## src/rtl/plab4_net_router_pkg.sv

```systemverilog
// rtl/plab4_net_router_pkg.sv - shared router constants: port indices and widths
//
// Contents:
//   WEST/TERM/EAST  input port indices 0/1/2
//   c_num_ports     number of router input ports (3)
//   c_num_domains   number of security domains (2)
//   c_sel_nbits     width of a crossbar select / port index (2)

package plab4_net_router_pkg;

  localparam int c_num_ports   = 3;
  localparam int c_num_domains = 2;
  localparam int c_sel_nbits   = 2;

  localparam logic [c_sel_nbits-1:0] WEST = 2'd0;
  localparam logic [c_sel_nbits-1:0] TERM = 2'd1;
  localparam logic [c_sel_nbits-1:0] EAST = 2'd2;

endpackage

```

## src/rtl/plab4_net_rr_arb3.sv

```systemverilog
// rtl/plab4_net_rr_arb3.sv - combinational 3-input round-robin picker
//
// Ports:
//   reqs   in  3  request vector, bit i = input i wants the output
//   prio   in  2  index of highest-priority input (3 decodes as 0)
//   en     in  1  grant enable; when low no grant is issued
//   grants out 3  one-hot grant, zero when disabled or no request
//   gidx   out 2  index of the granted input, zero when no grant

module plab4_net_rr_arb3
  import plab4_net_router_pkg::*;
(
  input  logic [c_num_ports-1:0] reqs,
  input  logic [c_sel_nbits-1:0] prio,
  input  logic                   en,
  output logic [c_num_ports-1:0] grants,
  output logic [c_sel_nbits-1:0] gidx
);

  logic [c_sel_nbits-1:0] start;
  logic [2:0]             cand;
  logic                   found;

  always_comb begin
    // Out-of-range pointer value 3 is treated as WEST.
    case (prio)
      TERM:    start = TERM;
      EAST:    start = EAST;
      default: start = WEST;
    endcase

    grants = '0;
    gidx   = '0;
    found  = 1'b0;
    cand   = '0;
    // Scan start, start+1, start+2 (mod 3); first requester wins.
    for (int k = 0; k < c_num_ports; k++) begin
      cand = {1'b0, start} + k[2:0];
      if (cand >= 3'd3) cand = cand - 3'd3;
      if (en && !found && reqs[cand[1:0]]) begin
        grants[cand[1:0]] = 1'b1;
        gidx              = cand[1:0];
        found             = 1'b1;
      end
    end
  end

endmodule

```

## src/rtl/plab4_net_router_output_ctrl.sv

```systemverilog
// rtl/plab4_net_router_output_ctrl.sv - per-output-port grant control with per-domain round-robin
//
// Optional feature macro: PLAB4_NET_ROUTER_OUTPUT_CTRL_STATS_EN (per-domain saturating stats counters)
//
// Ports:
//   clk       in  1  clock
//   reset     in  1  asynchronous active-high reset
//   cur_sd    in  1  current security domain
//   reqs      in  3  request from each input port
//   grants    out 3  one-hot grant back to the input ports
//   sel       out 2  crossbar select = index of granted input
//   out_val   out 1  flit presented on this output
//   out_rdy   in  1  downstream can accept
//   gnt_cnt0/1/2 out p_cnt_nbits  transfers per input, cur_sd copy (stats build only)
//   stall_cnt    out p_cnt_nbits  cycles with requests but !out_rdy, cur_sd copy (stats build only)

module plab4_net_router_output_ctrl
  import plab4_net_router_pkg::*;
#(
  parameter int p_router_id = 0,
  parameter int p_cnt_nbits = 16
)(
  input  logic                   clk,
  input  logic                   reset,
  input  logic                   cur_sd,
  input  logic [c_num_ports-1:0] reqs,
  output logic [c_num_ports-1:0] grants,
  output logic [c_sel_nbits-1:0] sel,
  output logic                   out_val,
  input  logic                   out_rdy
`ifdef PLAB4_NET_ROUTER_OUTPUT_CTRL_STATS_EN
  ,
  output logic [p_cnt_nbits-1:0] gnt_cnt0,
  output logic [p_cnt_nbits-1:0] gnt_cnt1,
  output logic [p_cnt_nbits-1:0] gnt_cnt2,
  output logic [p_cnt_nbits-1:0] stall_cnt
`endif
);

  logic [c_sel_nbits-1:0] prio [c_num_domains];
  logic [c_sel_nbits-1:0] gidx;
  logic [c_sel_nbits-1:0] next_prio;
  logic                   arb_en;
  logic [31:0]            unused_params;

  // Grants are forced low for the whole time reset is high, not just at edges.
  assign arb_en = out_rdy & ~reset;

  plab4_net_rr_arb3 u_arb (
    .reqs   (reqs),
    .prio   (prio[cur_sd]),
    .en     (arb_en),
    .grants (grants),
    .gidx   (gidx)
  );

  assign out_val   = |grants;
  assign sel       = gidx;
  assign next_prio = (gidx == EAST) ? WEST : gidx + 2'd1;

  // Only the active domain's pointer moves, and only on a transfer.
  always_ff @(posedge clk or posedge reset) begin
    if (reset) begin
      for (int d = 0; d < c_num_domains; d++) prio[d] <= WEST;
    end else if (out_val) begin
      prio[cur_sd] <= next_prio;
    end
  end

`ifdef PLAB4_NET_ROUTER_OUTPUT_CTRL_STATS_EN
  localparam logic [p_cnt_nbits-1:0] c_cnt_max = '1;
  localparam logic [p_cnt_nbits-1:0] c_cnt_one = 1;

  logic [p_cnt_nbits-1:0] gnt_cnt_r   [c_num_domains][c_num_ports];
  logic [p_cnt_nbits-1:0] stall_cnt_r [c_num_domains];

  always_ff @(posedge clk or posedge reset) begin
    if (reset) begin
      for (int d = 0; d < c_num_domains; d++) begin
        stall_cnt_r[d] <= '0;
        for (int i = 0; i < c_num_ports; i++) gnt_cnt_r[d][i] <= '0;
      end
    end else begin
      for (int i = 0; i < c_num_ports; i++) begin
        if (grants[i] && gnt_cnt_r[cur_sd][i] != c_cnt_max)
          gnt_cnt_r[cur_sd][i] <= gnt_cnt_r[cur_sd][i] + c_cnt_one;
      end
      if ((|reqs) && !out_rdy && stall_cnt_r[cur_sd] != c_cnt_max)
        stall_cnt_r[cur_sd] <= stall_cnt_r[cur_sd] + c_cnt_one;
    end
  end

  assign gnt_cnt0  = gnt_cnt_r[cur_sd][WEST];
  assign gnt_cnt1  = gnt_cnt_r[cur_sd][TERM];
  assign gnt_cnt2  = gnt_cnt_r[cur_sd][EAST];
  assign stall_cnt = stall_cnt_r[cur_sd];

  // Router id is a tag for debug/stats tooling only; no logic depends on it.
  assign unused_params = 32'(p_router_id);
`else
  assign unused_params = 32'(p_router_id) ^ 32'(p_cnt_nbits);
`endif

endmodule

```

## config.mk

```make
export PLATFORM = sky130hd
export DESIGN_NAME = plab4_net_router_output_ctrl
export DESIGN_NICKNAME = d
export VERILOG_FILES = /design/src/rtl/plab4_net_router_pkg.sv /design/src/rtl/plab4_net_rr_arb3.sv /design/src/rtl/plab4_net_router_output_ctrl.sv
export SDC_FILE = /design/constraint.sdc
export NUM_CORES = 1
export LEC_CHECK = 0
export ABC_AREA = 1
export CAP_MARGIN = 20
export CORE_AREA = 5 5 42 44
export CTS_CLUSTER_SIZE = 10
export DETAILED_ROUTE_END_ITERATION = 10
export DIE_AREA = 0 0 47 49
export MAX_ROUTING_LAYER = met4
export PLACE_DENSITY = 0.68
export SETUP_SLACK_MARGIN = 0.1
export SYNTH_ARGS = -nofsm -noshare
export SYNTH_HDL_FRONTEND = slang
export SYNTH_SLANG_ARGS = --single-unit
```

## constraint.sdc

```tcl
create_clock -name clk -period 2.7 [get_ports clk]
set_input_delay 0.54 -clock clk [delete_from_list [all_inputs] [get_ports clk]]
set_output_delay 0.54 -clock clk [all_outputs]
set_load 0.05 [all_outputs]
```

==> results.tsv <==
stage	metric	value	unit
pwr	pwr dens	990.2	nW/um^2
synth	Seq/Total Area, Yosys	18.39	%
global_route	largest net degree at the start of global routing	7	
routing	DRT Pass-1 Iters	4	
run_status	violated checks	setup timing	
sta	Slew @ Worst Pin	0.2546	ns
critical_path	startpoint types	input port	
clocking	Clk Latency, worst-skew pair	0.23	ns
pwr	IR drop worst, VDD	0.5965	mV
clocking	Num CTS Buffers	3	
synth	Post-Synthesis Cell Area	544.3	um^2
critical_path	Worst path max stage delay	0.30	ns
sta	Worst slew margin	82.98	%
critical_path	Slowest cell on crit path	ha_4	
global_route	vias in the first global route	735	
floorplanning	Starting Density	38.84	%
critical_path	Req. time, crit path	2.16	ns
routing	vias after detailed routing	722	
pwr	Leak Pwr	0.5885	nW
layout	Final Util	86.16	%
critical_path	crit path cell chain	buf_12 > inv_12 > or2_4 > o21ai_4 > inv_2 > ha_4 > inv_4 > nand2_2 > nand3_2 > nand2_4 > nor2_4 > nand2_4 > nor2_4 > nor2_4 > clkinvlp_4 > buf_12	
critical_path	crit path DAT	2.28	ns
place	hpwl dp	1250	um
sta	final setup violation count	6	
sta	RSZ-0062 raised after global routing	yes	
sta	Hold Fails Final Rpt	0	
sta	skew final	0.003260	ns
layout	Largest Register	prio	
synth	post-synth cell types	16	
place	Post-Place Setup Slack	-0.7129	ns
global_route	Overall Global Routing Usage	18.39	%
run_status	outcome	finished, violations left	
critical_path	CP Capture Type	output pin	
synth	Synthesized Nets	99	
sta	Final min period	2.822	ns
clocking	CTS clock-pin slew for the worst setup and hold paths	0.04	ns
clocking	CTS tree	done	
sta	Final Hold Slack	0.4998	ns
sta	period utilization	104.5	%
layout	Largest regs	prio x4	
sta	Final Worst Setup Slack	-0.1221	ns
critical_path	delay-heaviest family, CP	simple AND/OR/NAND/NOR gates	
synth	Post-Synthesis Cells	88	
layout	layout cells sized above 1	64.62	%
global_route	initial antenna violation count	0	
place	Area after DPL	1023	um^2
clocking	Sink Count	4	
floorplanning	Core Area	1401	um^2
synth	Syn. warnings	0	
floorplanning	Die Area	2303	um^2
clocking	CTS root buf	clkbuf_4	
clocking	Clock Path Buffers	2	
routing	drt wl/cell	13.25	um
floorplanning	chip height	49	um
floorplanning	I/O pin count	13	
sta	Slew Viols, Final	0	
layout	Largest register FFs	4	
routing	DRT iter0 DRCs	7	
critical_path	type of the worst setup path	in -> out	
layout	nets	143	
routing	# DRC	0	
synth	Avg Synthesized Cell Area	6.185	um^2
routing	ANT nets after route	0	
place	RD Place Congestion	0.7984	
critical_path	CP max FO	5	
layout	Area Growth Syn to Fin	121.8	%
critical_path	most frequent cell on the critical path	nor2_4	
clocking	H-tree depth	1	
floorplanning	Die Wd	47	um
synth	Yosys reg bits	4	
floorplanning	FP Rows	14	
worst_hold_path	Hold WC Path Type	reg -> reg	
global_route	GRT overflow	0	
place	# port buffers	12	
critical_path	WP buf/inv	6	
global_route	first-pass GRT wire length	3098	um
routing	Vias/cell	4.945	
routing	routed wire length	1934	um
sta	Max Clock Freq	0.3544	GHz
layout	Design Area, Final	1207	um^2
layout	ANT cells	0	
flow_run	max-cap violations	0	
logic make-up after synthesis:
family | Yosys count | synth area share [%]
AOI/OAI and AO/OA | 3 | 4.828
adders and majority gates | 4 | 9.196
and+or+nand+nor | 61 | 56.55
buffers and inverters | 16 | 11.03
DFF | 4 | 18.39
per-layer routing:
metal | wire [um] | track usage, %
met1 | 722 | 21.51
met2 | 1140 | 31.45
met3 | 42 | 1.845
met4 | 29 | 5.991
met5 | 0 | -
path summary, 6_finish.rpt:
kind	slack [ns]	startpoint	to	depth (start not counted)
min reg2reg	0.50	prio[0]	prio[0]	2
max in group asynchronous	2.01	reset	prio[2]	3
min	0.50	prio[0]	prio[0]	2
min in group asynchronous	0.59	reset	prio[0]	3
max reg2reg	0.28	prio[1]	prio[2]	17
max	-0.12	cur_sd	grants[2]	16
tightest hold or removal path, cell delays in order, from the launching register on:
cell     delay (ns)
dfrtp_1        0.35
nand2_1        0.06
nand2_1        0.06
cell usage in the layout, fill, tap and decap left out, types with 4 or more instances in the layout:
master / Yosys / routed
nand2_2: 5 / 8
nand3_1: 10 / 6
nand3_2: 2 / 4
inv_2: 4 / 5
dfrtp_1: 4 / 4
buf_12: 0 / 7
buf_4: 0 / 24
inv_1: 12 / 5
clkdlybuf4s50_1: 0 / 5
nand2_4: 1 / 5
nor2_4: 0 / 8
nand2_1: 29 / 22
synthesized netlist by cell type:
library cell,n,area (um^2)
nand4_1,2,12.51
nand3_2,2,20.02
or2_2,2,12.51
inv_2,4,15.01
nor2_2,4,25.02
nor2_1,5,18.77
nand3_4,1,17.52
ha_1,4,50.05
a21oi_4,1,16.27
nand2_4,1,11.26
nand2_1,29,108.9
dfrtp_1,4,100.1
o21ai_0,2,10.01
nand2_2,5,31.28
inv_1,12,45.04
nand3_1,10,50.05
repair_timing:
item | 4_1_cts | 5_1_grt
setup endpoints to repair | 10 | 6
pin swaps | 13 | 4
hold buffers | 0 | 0
cloned | 0 | 0
buffers inserted | 9 | 0
gates resized for setup | 25 | 3
cell type report:
| type | instances | area (um^2) |
|---|---|---|
| Multi-Input combinational cell | 68 | 571.8 |
| Timing Repair Buffer | 39 | 404.1 |
| Fill cell | 74 | 193.9 |
| Sequential cell | 4 | 100.1 |
| Inverter | 16 | 88.84 |
| Clock buffer | 3 | 22.52 |
| Tap cell | 16 | 20.02 |
power breakdown:
part / total (mW) / internal [mW] / switching [mW]
sequential: 0.113 / 0.0883 / 0.0245
combinational: 1.01 / 0.478 / 0.531
clock: 0.0738 / 0.0497 / 0.0240
stage by stage:
step                      cells  total power, mW  TNS, ns
after floorplan              88           0.6252        0
after global routing        146            1.286   -1.212
final                       146            1.196  -0.5689
after global placement      134           0.9517   -5.419
after CTS                   146            1.151  -0.4021
after detailed placement    134           0.9677   -5.920
(Power assumes the default switching activity.)
